File: src/rtl/irq_ctrl8.sv
// Eight-source interrupt controller for the J1 core: synchronised edge/level capture,
// pending/mask/mode registers on the IO bus, fixed-priority one-hot request, vector-snoop acknowledge.
module irq_ctrl8 #(
  parameter logic [15:0] BASE     = 16'h0100,
  parameter logic [12:0] VEC_BASE = 13'h1DF8
) (
  input  logic        clk,
  input  logic        resetq,
  input  logic [7:0]  irq_src,
  input  logic        io_rd,
  input  logic        io_wr,
  input  logic [15:0] io_addr,
  input  logic [15:0] io_wdata,
  output logic [15:0] io_rdata,
  input  logic [12:0] code_addr,
  output logic [7:0]  int_rqst
);

  localparam logic [15:0] ADDR_PEND   = BASE;
  localparam logic [15:0] ADDR_SWSET  = BASE + 16'd2;
  localparam logic [15:0] ADDR_MASK   = BASE + 16'd4;
  localparam logic [15:0] ADDR_MODE   = BASE + 16'd6;
  localparam logic [15:0] ADDR_STATUS = BASE + 16'd8;

  logic [7:0] s1_q, s1_d;
  logic [7:0] s2_q, s2_d;
  logic [7:0] s3_q, s3_d;
  logic [7:0] pending_q, pending_d;
  logic [7:0] mask_q, mask_d;
  logic [7:0] mode_q, mode_d;
  logic [2:0] last_vec_q, last_vec_d;
  logic       last_valid_q, last_valid_d;

  logic       sel_pend, sel_swset, sel_mask, sel_mode, sel_status;
  logic       wr_pend, wr_swset, wr_mask, wr_mode, wr_status;
  logic [7:0] rise;
  logic [7:0] req;
  logic [7:0] grant;
  logic [2:0] grant_idx;
  logic       grant_any;
  logic       ack_hit;
  logic [7:0] ack_mask;
  logic [7:0] sw_set, w1c, mode_on;
  logic [7:0] edge_set, edge_clr;
  logic       unused_wdata_hi;

  assign unused_wdata_hi = ^io_wdata[15:8];

  always_comb begin
    sel_pend   = (io_addr == ADDR_PEND);
    sel_swset  = (io_addr == ADDR_SWSET);
    sel_mask   = (io_addr == ADDR_MASK);
    sel_mode   = (io_addr == ADDR_MODE);
    sel_status = (io_addr == ADDR_STATUS);
    wr_pend    = io_wr & sel_pend;
    wr_swset   = io_wr & sel_swset;
    wr_mask    = io_wr & sel_mask;
    wr_mode    = io_wr & sel_mode;
    wr_status  = io_wr & sel_status;
  end

  // Fixed priority: the highest-numbered requesting source wins.
  always_comb begin
    req       = pending_q & mask_q;
    grant_idx = 3'd0;
    grant_any = 1'b0;
    for (int i = 0; i < 8; i++) begin
      if (req[i]) begin
        grant_idx = 3'(i);
        grant_any = 1'b1;
      end
    end
    grant = grant_any ? (8'd1 << grant_idx) : 8'd0;
  end

  assign int_rqst = grant;

  // Only the currently granted vector is compared, so a stale call to another vector is ignored.
  always_comb begin
    ack_hit  = grant_any && (code_addr == (VEC_BASE + {10'd0, grant_idx}));
    ack_mask = ack_hit ? grant : 8'h00;
  end

  always_comb begin
    s1_d = irq_src;
    s2_d = s1_q;
    s3_d = s2_q;
    rise = s2_q & ~s3_q;
  end

  // Edge bits: set beats clear. Level bits: mirror s2. A 0->1 mode write wipes the bit.
  always_comb begin
    sw_set    = wr_swset ? io_wdata[7:0] : 8'h00;
    w1c       = wr_pend  ? io_wdata[7:0] : 8'h00;
    mode_on   = wr_mode  ? (io_wdata[7:0] & ~mode_q) : 8'h00;
    edge_set  = rise | sw_set;
    edge_clr  = w1c | ack_mask;
    pending_d = ~mode_on & ((mode_q & (edge_set | (pending_q & ~edge_clr)))
                            | (~mode_q & s2_q));
  end

  always_comb begin
    mask_d = mask_q;
    mode_d = mode_q;
    if (wr_mask) mask_d = io_wdata[7:0];
    if (wr_mode) mode_d = io_wdata[7:0];
  end

  always_comb begin
    last_vec_d   = last_vec_q;
    last_valid_d = last_valid_q;
    if (wr_status) last_valid_d = 1'b0;
    if (ack_hit) begin
      last_valid_d = 1'b1;
      last_vec_d   = grant_idx;
    end
  end

  always_comb begin
    io_rdata = 16'h0000;
    if (io_rd && resetq) begin
      if (sel_pend)        io_rdata = {8'h00, pending_q};
      else if (sel_mask)   io_rdata = {8'h00, mask_q};
      else if (sel_mode)   io_rdata = {8'h00, mode_q};
      else if (sel_status) io_rdata = {s2_q, 4'b0000, last_valid_q, last_vec_q};
    end
  end

  always_ff @(posedge clk or negedge resetq) begin
    if (!resetq) begin
      s1_q         <= 8'h00;
      s2_q         <= 8'h00;
      s3_q         <= 8'h00;
      pending_q    <= 8'h00;
      mask_q       <= 8'h00;
      mode_q       <= 8'hFF;
      last_vec_q   <= 3'd0;
      last_valid_q <= 1'b0;
    end else begin
      s1_q         <= s1_d;
      s2_q         <= s2_d;
      s3_q         <= s3_d;
      pending_q    <= pending_d;
      mask_q       <= mask_d;
      mode_q       <= mode_d;
      last_vec_q   <= last_vec_d;
      last_valid_q <= last_valid_d;
    end
  end

endmodule

File: config.mk
export PLATFORM = sky130hd
export DESIGN_NAME = irq_ctrl8
export DESIGN_NICKNAME = d
export VERILOG_FILES = /design/src/rtl/irq_ctrl8.sv
export SDC_FILE = /design/constraint.sdc
export NUM_CORES = 1
export LEC_CHECK = 0
export CAP_MARGIN = 20
export CORE_MARGIN = 2
export CORE_UTILIZATION = 60
export CTS_BUF_LIST = sky130_fd_sc_hd__clkbuf_4 sky130_fd_sc_hd__clkbuf_8
export DETAILED_ROUTE_END_ITERATION = 7
export DONT_BUFFER_PORTS = 1
export PLACE_DENSITY = 0.77
export SLEW_MARGIN = 20
export SYNTH_ARGS = -nofsm -noshare
export SYNTH_HDL_FRONTEND = slang
export SYNTH_SLANG_ARGS = --single-unit
File: constraint.sdc
create_clock -name clk -period 6.8 [get_ports clk]
set_input_delay 2.04 -clock clk [delete_from_list [all_inputs] [get_ports clk]]
set_output_delay 2.04 -clock clk [all_outputs]
set_load 0.1 [all_outputs]
# == Word level (Yosys, flattened, before mapping) ==
# Index checks and enable logic that the tools add are counted.
# classes
n_addsub,1
eq_ne,6
shift,1
mux,27
n_bitwise,20
n_reduce_logical,3
# ops
op,count
$eq 16x9->1 const B,5
$mux 16,5
$and 8x8->8,7
$mux 8,5
$not 8->8,4
$or 8x8->8,4
$mux 3,6
$eq 13x13->1,1
$add 11x4->12 const A,1
$mux 1,11
$shl 1x3->8 const A,1
$and 1x1->1,5
$logic_and 1x1->1,2
$reduce_bool 2->1,1
# totals
reg_bits,52
in_bits,57
out_inout_bits,24
wordCells,66

# == Logic depth before layout (Yosys ltp) ==
# Gate-level depths: netlist of the first run.
# logic_depth
ltp_word,19
depth_mapped,8
depth_no_buf,6

# == Worst setup path after synthesis of the first run ==
# OpenSTA, ideal clock, no wires.
# synth_path
kind,input port to output port
from,in io_addr[7]
to,out io_rdata[15]
arrival_time_ns,5.788
required_time_ns,4.760
slack_ns,-1.028
cell_stages,4
n_path_buf,1
cell_sequence,nor4b_1 nand4_1 clkbuf_1 nor4_1
# synth_between
elab_chain_cells,6
elab_cells_between_ends,9
cone_classes,eq/ne (4); mux (5)
# synth_rtl
item,line_no,source
"start, declared",12,"input logic [15:0] io_addr,"
$eq 16x9->1,54,sel_status = (io_addr == ADDR_STATUS);
$mux 16,125,"else if (sel_status) io_rdata = {s2_q, 4'b0000, last_valid_q, last_vec_q};"
$mux 16,124,"else if (sel_mode) io_rdata = {8'h00, mode_q};"
$mux 16,123,"else if (sel_mask) io_rdata = {8'h00, mask_q};"
$mux 16 *,122,"if (sel_pend) io_rdata = {8'h00, pending_q};"
$mux 16 *,121,if (io_rd && resetq) begin
"end, declared",14,"output logic [15:0] io_rdata,"
# Every way passes the cells marked *; elsewhere a longest branch is shown, timed or not.

# == Worst setup path in the final report of the first run ==
# layout_path
from,in io_addr[7]
to,out io_rdata[4]
# layout_between
elab_chain_cells,5
elab_cells_between_ends,7
cone_classes,eq/ne (3); mux (4)
# layout_rtl
item,line_no,source
$eq 16x9->1,53,sel_mode = (io_addr == ADDR_MODE);
$mux 16,124,
$mux 16,123,
$mux 16 *,122,
$mux 16 *,121,
# Marks and branches as above.

==> Flow_metrics.wiki, run 1 <==
{| class="wikitable"
! Metric !! Value
|-
| Result of the run || finished clean
|-
| Power share of the sequential group || a little under 60%
|-
| Met2 wire length || roughly 2800 um
|-
| Placed cell areas || 2840 sq um
|-
| Leading area contributor after synthesis || sky130_fd_sc_hd__dfrtp_1
|-
| Kind of critical path || in -> out
|-
| Die Width || 68.9 um
|-
| Maximum number of pins on one net before global-route repair || 54
|-
| Residual DRC || 0
|-
| Share of Yosys cell area claimed by the top area cell type || between 40 and 50%
|-
| Hold_buf cts || 0
|-
| Die height || around 69 um
|-
| Hold violation count in the final report || 0
|-
| Count of state elements after synthesis || 52
|-
| Slew of the pin with the lowest slew margin || 1.05 ns
|-
| CTS HTree Levels || 2
|-
| Final setup vio count || 0
|-
| Setup repair after global routing missed its margin || false
|-
| Deepest clock path buffer count || 2
|-
| HPWL Detailed || roughly 4300 um
|-
| Via density || 6.34
|-
| Critical Path End Type || primary output
|-
| Combinational power share || 2.9%
|-
| Number of global-route vias before repair || ~2000
|-
| Internal || between 400 and 500 uW
|-
| Max-cap violation count || 0
|-
| CTS buffer count || 5
|-
| CP startpoint kind || input port
|-
| Share of the yosys chip area belonging to registers || 51.8%
|-
| Final critical-path required period || between 5 and 6 ns
|-
| Fill count || 310
|-
| I/O pin count || between 80 and 90
|-
| Wire length of the first global-routing pass || a little over 9000 um
|-
| Switching power || about 110 uW
|-
| Area grow syn2layout || 16.6%
|-
| Number of max-slew violations in the final report || 0
|-
| Synthesized Nets || 318
|-
| R2R setup slack || between 3 and 4 ns
|-
| Power density over the cells || 185 nW/um^2
|-
| Fraction of final layout cells sized beyond drive strength 1 || between 20% and 30%
|-
| Aggregate negative setup slack || 0 ns
|-
| Number of detailed-routing iterations run before antenna repair || 4
|-
| Clock network fraction of design power || between 30% and 40%
|-
| Static power due to leakage || 0.00130 uW
|-
| Area of all placed cells without fillers || roughly 2900 sq um
|-
| Summed instance area of the synthesized netlist || about 2500 sq um
|-
| Number of diodes added for antenna fixing || 0
|-
| Weighted congestion at the end of routability-driven global placement || 0.837
|-
| Fin nets || about 340
|-
| TritonCTS clock tree || yes
|-
| Cell count after synthesis || about 260
|-
| Worst Hold Slack || 0.355 ns
|-
| Initial DRC count || ~200
|-
| Most common cell after layout, fill and taps aside || sky130_fd_sc_hd__dfrtp_1
|-
| Mean routed wirelength per cell || between 15 and 20 um
|-
| Switching share of power || between 15 and 20%
|-
| Post-Route M1 WL || about 2500 um
|-
| Sum of routed wire length over all layers || between 6000 and 7000 um
|-
| Effective utilization at floorplan || between 60% and 70%
|-
| Remaining antenna violation count || 0
|-
| Clock Skew || approximately 0.002 ns
|-
| Worst hold-check path type || reg -> reg
|-
| Core Area || about 4000 sq um
|-
| Overall global routing resource usage || a little over a quarter
|-
| Total length of routed met3 wires || between 500 and 600 um
|-
| Biggest area contributors in the synthesized netlist || sky130_fd_sc_hd__dfrtp_1 (44%), sky130_fd_sc_hd__dfstp_2 (8.3%), sky130_fd_sc_hd__a21oi_1 (5.1%)
|-
| Avg Synthesized Cell Area || slightly below 10 sq um
|-
| Top routing layer used || met4
|-
| Commonest cells after routing, fill and taps aside || sky130_fd_sc_hd__dfrtp_1 (44), sky130_fd_sc_hd__nand2_1 (26), sky130_fd_sc_hd__inv_1 (25), sky130_fd_sc_hd__a21oi_1 (22), sky130_fd_sc_hd__o21ai_0 (16)
|-
| CTS Root Buffer Type || sky130_fd_sc_hd__clkbuf_8
|-
| Port-buffer cells || 0
|-
| Clock slew at reported path FFs || roughly 0.09 ns
|-
| Max Clk Rate || ~0.17 GHz
|-
| Number of cells upsized or downsized after cts || 0
|-
| Die outline area || about 4800 sq um
|-
| GRT overflow || 0
|-
| Initial antenna violation count || 0
|-
| Total via count after detailed routing || about 2100
|-
| Worst endpoint data arrival time || around 3.9 ns
|-
| Yosys cell types || 39
|-
| Total setup buffers inserted after CTS || 0
|-
| Clk Latency, worst-skew pair || 0.30 ns
|-
| # clock sinks || 52
|-
| CP Max Fanout || 14
|-
| Required time at the worst-slack endpoint || between 4 and 5 ns
|-
| Warning count from the yosys run || 0
|-
| Final critical-path share of the clock period || 87.6%
|-
| Maximum ir drop on the vdd rail || between 0.15 and 0.2 mV
|-
| Worst slew slack as a fraction of its limit || 30.2%
|-
| Std cell rows || 23
|}
-- worst max-delay path, cell delays in order --
cell	delay, ns
sky130_fd_sc_hd__nor4b_1	0.44
sky130_fd_sc_hd__nand4_1	0.15
sky130_fd_sc_hd__buf_4	0.22
sky130_fd_sc_hd__nor3_1	0.44
sky130_fd_sc_hd__a22oi_1	0.18
sky130_fd_sc_hd__nor2_2	0.13
sky130_fd_sc_hd__buf_4	0.31
-- cell usage after synthesis --
| library cell | count |
|---|---|
| sky130_fd_sc_hd__a2111oi_2 | 1 |
| sky130_fd_sc_hd__a21boi_0 | 7 |
| sky130_fd_sc_hd__a21oi_1 | 26 |
| sky130_fd_sc_hd__a221oi_1 | 7 |
| sky130_fd_sc_hd__a22o_1 | 6 |
| sky130_fd_sc_hd__a22oi_1 | 7 |
| sky130_fd_sc_hd__a311oi_1 | 1 |
| sky130_fd_sc_hd__a31oi_1 | 4 |
| sky130_fd_sc_hd__a32o_1 | 1 |
| sky130_fd_sc_hd__a32oi_1 | 1 |
| sky130_fd_sc_hd__and2_1 | 9 |
| sky130_fd_sc_hd__and4_1 | 2 |
| sky130_fd_sc_hd__and4b_1 | 1 |
| sky130_fd_sc_hd__buf_2 | 2 |
| sky130_fd_sc_hd__clkbuf_1 | 6 |
| sky130_fd_sc_hd__dfrtp_1 | 44 |
| sky130_fd_sc_hd__dfstp_2 | 8 |
| sky130_fd_sc_hd__inv_1 | 25 |
| sky130_fd_sc_hd__mux2_2 | 8 |
| sky130_fd_sc_hd__mux2_4 | 1 |
| sky130_fd_sc_hd__nand2_1 | 26 |
| sky130_fd_sc_hd__nand2b_1 | 3 |
| sky130_fd_sc_hd__nand3_1 | 3 |
| sky130_fd_sc_hd__nand4_1 | 3 |
| sky130_fd_sc_hd__nand4b_1 | 1 |
| sky130_fd_sc_hd__nor2_1 | 13 |
| sky130_fd_sc_hd__nor2b_1 | 1 |
| sky130_fd_sc_hd__nor3_1 | 7 |
| sky130_fd_sc_hd__nor4_1 | 3 |
| sky130_fd_sc_hd__nor4b_1 | 1 |
| sky130_fd_sc_hd__o21a_1 | 1 |
| sky130_fd_sc_hd__o21ai_0 | 16 |
| sky130_fd_sc_hd__o221ai_1 | 1 |
| sky130_fd_sc_hd__o31ai_1 | 8 |
| sky130_fd_sc_hd__or2_2 | 1 |
| sky130_fd_sc_hd__or2_4 | 1 |
| sky130_fd_sc_hd__or3_1 | 1 |
| sky130_fd_sc_hd__or4_1 | 2 |
| sky130_fd_sc_hd__xnor2_1 | 2 |
-- routing by layer --
layer	up-vias	GRT usage (%)
li1	981	-
met1	1008	35.6
met2	96	42.9
met3	14	7.31
met4	0	10.5
met5	-	0
-- flip-flops by register name, indices dropped and copies added (netlist names) --
signal	flops
s2_q	8
pending_q	8
last_vec_q	3
s1_q	8
mask_q	8
mode_q	8
s3_q	8
last_valid_q	1
-- final timing paths --
kind,from,endpoint,cells after the start
setup / recovery,io_addr[7],io_rdata[4],7
hold / removal,s1_q[0],s2_q[0],0
setup reg to reg,mask_q[7],last_vec_q[2],5
hold reg to reg,s1_q[0],s2_q[0],0
max in group asynchronous,resetq,mode_q[5],0
min in group asynchronous,resetq,s1_q[3],0
-- power groups by stage --
stage	Combinational (uW)	Sequential [uW]	Clock, uW
6_report	15.7	320	209
5_1_grt	17.3	321	225
4_1_cts	15.6	320	213
3_5_place_dp	15.4	326	0
3_3_place_gp	15.0	326	0
2_1_floorplan	13.6	325	0
-- cell type report --
cell class	instances	area, sq um	area share [%]
timing repair buffer	20	238	8.06
clock inverter	2	35.0	1.19
sequential	52	1310	44.5
multi-input combinational	176	1130	38.4
tap	50	62.6	2.12
clock buffer	6	76.3	2.59
inverter	25	93.8	3.18
-- per-stage QoR --
step / util, % / cells / power, uW / setup slack (ns)
floorplan: - / 261 / 339 / 0.127
global placement: 70.4 / 323 / 341 / 0.885
detailed placement: 70.4 / 323 / 342 / 0.883
CTS: 73.2 / 331 / 549 / 0.852
global route: 73.2 / 331 / 564 / 0.644
finish: 73.2 / 331 / 545 / 0.842
-- cells by family after synthesis --
family,count (synthesis),share of synthesized area [%]
xor+xnor,2,0.693
simple gates,78,15.7
compound gates,87,22.7
flops,52,51.8
buf+inv,33,5.00
mux,9,4.15
(Power assumes the default switching activity.)
==> run 2, diff against run 1 <==
CORE_ASPECT_RATIO = 0.75   (was unset)
clock period = 7.25 ns   (was 6.8 ns; I/O delays follow)
==> Flow_metrics.wiki, run 2 (synthesis gave the netlist of run 1 again) <==
{| class="wikitable"
! Metric !! Value
|-
| CP Max Fanout || 14
|-
| Combined area of the multi-input logic cells || approximately 1100 sq um
|-
| Wire length of the first global-routing pass || between 9000 and 10000 um
|-
| Initial antenna violation count || 0
|-
| Critical Path Source || io_addr[7]
|-
| GRT overflow || 0
|-
| Category of cells accounting for the largest share of critical-path delay || simple AND/OR/NAND/NOR gates
|-
| Aggregate negative setup slack || 0 ns
|-
| Placed cell areas || about 2700 sq um
|-
| Buf/Inv on CP || 2
|-
| Std cell rows || 20
|-
| Clock Skew || 0.00597 ns
|-
| Area of all placed cells without fillers || approximately 2800 sq um
|-
| Worst slew slack as a fraction of its limit || approximately 31%
|-
| Core Area || between 4000 and 5000 sq um
|-
| Area grow syn2layout || 12.3%
|-
| Via density || 6.24
|-
| Sequential cell area in the final layout || about 1300 sq um
|-
| Die outline area || 4760 sq um
|-
| Share of the core filled with cells || between 70 and 80%
|-
| Number of diodes added for antenna fixing || 0
|-
| Fraction of final layout cells sized beyond drive strength 1 || ~20%
|-
| Worst endpoint data arrival time || roughly 4.2 ns
|-
| Commonest cells after routing, fill and taps aside || sky130_fd_sc_hd__dfrtp_1 (44), sky130_fd_sc_hd__nand2_1 (26), sky130_fd_sc_hd__inv_1 (25), sky130_fd_sc_hd__a21oi_1 (22), sky130_fd_sc_hd__buf_4 (19)
|-
| Critical path's most frequent cell || sky130_fd_sc_hd__buf_4
|-
| End of the worst register-to-register path || last_vec_q[2]
|-
| Initial DRC count || approximately 130
|-
| Worst setup path endpoint || io_rdata[2]
|-
| I/O pin count || 81
|-
| Remaining antenna violation count || 0
|-
| Die Width || 79.0 um
|-
| Worst hold-check path type || reg -> reg
|-
| Clk Latency, worst-skew pair || 0.31 ns
|-
| Max Clk Rate || approximately 0.16 GHz
|-
| Kind of critical path || in -> out
|-
| CTS Root Buffer Type || sky130_fd_sc_hd__clkbuf_8
|-
| Result of the run || finished clean
|-
| CP max stage cell || sky130_fd_sc_hd__nor4_1
|-
| Power density over the cells || roughly 170 nW/um^2
|-
| CTS buffer count || 5
|-
| HPWL Detailed || around 4300 um
|-
| Fill count || approximately 330
|-
| Hold violation count in the final report || 0
|-
| Hold_buf cts || 0
|-
| Mean routed wirelength per cell || approximately 18 um
|-
| Die height || roughly 60 um
|-
| Sum of routed wire length over all layers || just under 6000 um
|-
| Overall global routing resource usage || 26.6%
|-
| Maximum number of pins on one net before global-route repair || 54
|-
| Slew of the pin with the lowest slew margin || around 1.0 ns
|-
| Maximum ir drop on the vdd rail || approximately 0.17 mV
|-
| Fin nets || 336
|-
| Number of detailed-routing iterations run before antenna repair || 4
|-
| Final critical-path share of the clock period || slightly below 90%
|-
| Total setup buffers inserted after CTS || 0
|-
| Critical Path End Type || primary output
|-
| Total via count after detailed routing || 2090
|-
| Number of cells on the worst reg-to-reg path || 5
|-
| Number of gates on the worst path with buffers counted || 7
|-
| Required time at the worst-slack endpoint || about 5.1 ns
|-
| Worst path cell trace || nor4b_1 > nand4_1 > buf_4 > nor4_1 > nand2_1 > a21oi_2 > buf_4
|-
| Max-cap violation count || 0
|-
| Peak per-stage delay on the critical path || ~0.58 ns
|-
| Launch instance of the worst min-delay path || s1_q[7]
|-
| CTS HTree Levels || 2
|-
| R2R setup slack || approximately 4.5 ns
|-
| Setup repair after global routing missed its margin || false
|-
| TritonCTS clock tree || yes
|-
| Residual DRC || 0
|-
| Number of cells upsized or downsized after cts || 0
|-
| Number of global-route vias before repair || between 1500 and 2000
|-
| Clock slew at reported path FFs || 0.09 ns
|-
| Worst r2r src || mask_q[7]
|-
| Most common cell after layout, fill and taps aside || sky130_fd_sc_hd__dfrtp_1
|-
| Weighted congestion at the end of routability-driven global placement || approximately 0.87
|-
| Effective utilization at floorplan || a little over three fifths
|-
| # clock sinks || 52
|-
| Port-buffer cells || 0
|-
| Number of max-slew violations in the final report || 0
|-
| Final setup vio count || 0
|-
| CP startpoint kind || input port
|-
| Final critical-path required period || 6.41 ns
|-
| Static power due to leakage || roughly 0.0013 uW
|-
| Deepest clock path buffer count || 2
|}
[run 2: where the power goes]
part / leakage, uW / switching, uW / internal (uW)
combinational: 0.000617 / 8.36 / 6.06
clock: 0.0000448 / 94.8 / 72.5
sequential: 0.000602 / 3.34 / 297
total: 0.00126 / 106 / 376
[run 2: final cells by class]
| cell class | instances | area share (%) |
|---|---|---|
| repair buffers | 19 | 5.02 |
| clock buffers | 6 | 2.69 |
| multi-input cells | 176 | 39.9 |
| clock inverters | 2 | 0.572 |
| well taps | 55 | 2.42 |
| inverters | 25 | 3.30 |
| flip-flops and latches | 52 | 46.1 |
[run 2: metal layers]
| metal | track usage (%) | share of wire (%) |
|---|---|---|
| met5 | 0 | 0 |
| met4 | 11.6 | 2.0 |
| met3 | 6.04 | 6.9 |
| met2 | 42.3 | 46 |
| met1 | 35.7 | 45 |
[run 2: how the worst min path moves through the flow]
| stage | end | slack (ns) | cells after the start |
|---|---|---|---|
| 2_1_floorplan | s2_q[0] | 0.33 | 0 |
| 3_3_place_gp | s2_q[7] | 0.33 | 0 |
| 3_5_place_dp | s2_q[7] | 0.34 | 0 |
| 4_1_cts | s2_q[7] | 0.36 | 0 |
| 5_1_grt | s2_q[6] | 0.36 | 0 |
| 6_report | s2_q[7] | 0.35 | 0 |
[run 2: metrics by stage]
step                setup WS, ns  hold slack [ns]  power, uW  std cells
detailed placement         0.860            0.336        320        327
finish                     0.842            0.355        482        335
floorplan                 0.0965            0.331        317        261
CTS                        0.847            0.356        484        335
global route               0.593            0.362        498        335
global placement            1.00            0.332        319        327
==> run 3, diff against run 2 <==
CORE_UTILIZATION = 25   (was 60)
PLACE_DENSITY = 0.39   (was 0.77)
==> Flow_metrics.wiki, run 3 (synthesis gave the netlist of run 1 again) <==
{| class="wikitable"
! Metric !! Value
|-
| Result of the run || finished clean
|-
| Area grow syn2layout || 19.7%
|-
| Number of detailed-routing iterations run before antenna repair || 4
|-
| Deepest clock path buffer count || 2
|-
| Setup repair after global routing missed its margin || false
|-
| CP startpoint kind || input port
|-
| Worst Hold Depth || 0
|-
| Kind of critical path || in -> out
|-
| Residual DRC || 0
|-
| Slew of the pin with the lowest slew margin || ~1.1 ns
|-
| Fraction of final layout cells sized beyond drive strength 1 || around a fifth
|-
| Worst slew slack as a fraction of its limit || between 20% and 30%
|-
| Std cell rows || 31
|-
| Die Width || 120 um
|-
| Fill count || 1029
|-
| Fin nets || 337
|-
| Commonest cells after routing, fill and taps aside || sky130_fd_sc_hd__dfrtp_1 (44), sky130_fd_sc_hd__nand2_1 (26), sky130_fd_sc_hd__inv_1 (25), sky130_fd_sc_hd__a21oi_1 (22), sky130_fd_sc_hd__o21ai_0 (16)
|-
| Max-cap violation count || 0
|-
| Weighted congestion at the end of routability-driven global placement || ~0.80
|-
| Required time at the worst-slack endpoint || 5.08 ns
|-
| Core Area || between 9000 and 10000 sq um
|-
| Final critical-path share of the clock period || between 90% and 100%
|-
| Maximum ir drop on the vdd rail || about 0.079 mV
|-
| Remaining antenna violation count || 0
|-
| # clock sinks || 52
|-
| Critical Path End Type || primary output
|-
| Most common cell after layout, fill and taps aside || sky130_fd_sc_hd__dfrtp_1
|-
| Aggregate negative setup slack || 0 ns
|-
| Port-buffer cells || 0
|-
| Number of cells on the worst reg-to-reg path || 5
|-
| Mean routed wirelength per cell || between 15 and 20 um
|-
| Number of global-route vias before repair || between 2000 and 2500
|-
| Worst endpoint data arrival time || approximately 4.4 ns
|-
| CTS HTree Levels || 2
|-
| I/O pin count || 81
|-
| Max Clk Rate || ~0.15 GHz
|-
| Clk Latency, worst-skew pair || slightly above 0.3 ns
|-
| Clock Skew || 0.00783 ns
|-
| Static power due to leakage || between 0.001 and 0.0015 uW
|-
| Effective utilization at floorplan || between 20% and 30%
|-
| Worst hold-check path type || reg -> reg
|-
| CTS buffer count || 5
|-
| Maximum number of pins on one net before global-route repair || 54
|-
| Number of cells upsized or downsized after cts || 0
|-
| Number of max-slew violations in the final report || 0
|-
| HPWL Detailed || 5490 um
|-
| Final setup vio count || 0
|-
| Hold Path Sink || s2_q[2]
|-
| Worst r2r src || mask_q[7]
|-
| Hold violation count in the final report || 0
|-
| Share of the core filled with cells || a little under a third
|-
| Overall global routing resource usage || 14.6%
|-
| Initial antenna violation count || 0
|-
| R2R setup slack || approximately 4.3 ns
|-
| CP Max Fanout || 10
|-
| TritonCTS clock tree || yes
|-
| Sum of routed wire length over all layers || between 7000 and 8000 um
|-
| Number of diodes added for antenna fixing || 0
|-
| End of the worst register-to-register path || last_vec_q[2]
|-
| Total setup buffers inserted after CTS || 0
|-
| Via density || ~5.0
|-
| Hold_buf cts || 0
|-
| Die outline area || 10900 sq um
|-
| GRT overflow || 0
|-
| Initial DRC count || approximately 110
|-
| Total via count after detailed routing || between 2000 and 2500
|-
| Launch instance of the worst min-delay path || s1_q[2]
|-
| CTS Root Buffer Type || sky130_fd_sc_hd__clkbuf_8
|-
| Clock slew at reported path FFs || 0.09 ns
|-
| Die height || around 91 um
|-
| Wire length of the first global-routing pass || roughly 12000 um
|-
| Power density over the cells || between 150 and 200 nW/um^2
|-
| Final critical-path required period || 6.56 ns
|}
[run 3: cell count changes in the layout (fill, tap and decap cells not counted), sizes merged]
cell	change
buf	+1
clkinvlp	-1
clkbuf	+1
[run 3: layer usage]
layer / GRT usage (%) / vias to the layer above / wire length, um
met5: 0 / - / 0
met3: 4.65 / 4 / 781
met1: 22.2 / 1017 / 3640
met4: 2.35 / 0 / 38
met2: 20.2 / 72 / 3220
li1: - / 976 / -
[run 3: worst max path at each step]
stage	start	end
floorplan	io_addr[7]	io_rdata[0]
global placement	io_addr[7]	io_rdata[2]
detailed placement	io_addr[7]	io_rdata[2]
CTS	io_addr[7]	io_rdata[2]
global route	io_addr[7]	io_rdata[2]
finish	io_addr[7]	io_rdata[2]
[run 3: final cells by class]
| class | count | area (sq um) | share of cell area (%) |
|---|---|---|---|
| inverters | 25 | 93.8 | 3.10 |
| clock buffers | 7 | 83.8 | 2.77 |
| well taps | 132 | 165 | 5.45 |
| flip-flops and latches | 52 | 1310 | 43.3 |
| repair buffers | 20 | 238 | 7.85 |
| multi-input cells | 176 | 1130 | 37.4 |
| clock inverters | 1 | 5.00 | 0.165 |
[run 3: per-stage QoR]
stage / cell area, sq um / hold slack, ns / power (uW) / std cells / worst slack, ns
6_report: 3030 / 0.353 / 489 / 413 / 0.688
5_1_grt: 3030 / 0.363 / 510 / 413 / 0.351
4_1_cts: 3030 / 0.356 / 497 / 413 / 0.600
3_5_place_dp: 2940 / 0.336 / 321 / 405 / 0.622
3_3_place_gp: 2940 / 0.332 / 321 / 405 / 0.652
2_1_floorplan: 2540 / 0.331 / 317 / 261 / 0.0965
[run 3: critical path, stage by stage]
cell and delay (ns):
sky130_fd_sc_hd__nor4b_1 0.44, sky130_fd_sc_hd__nand4_1 0.44, sky130_fd_sc_hd__nor4_1 0.66, sky130_fd_sc_hd__nand2_1 0.14, sky130_fd_sc_hd__a21oi_2 0.20, sky130_fd_sc_hd__buf_4 0.33
[run 3: report_power, final]
group / internal [uW] / leakage (uW) / switching (uW)
clock network: 75.6 / 0.0000491 / 97.9
logic: 6.41 / 0.000641 / 8.93
registers: 297 / 0.000602 / 3.30
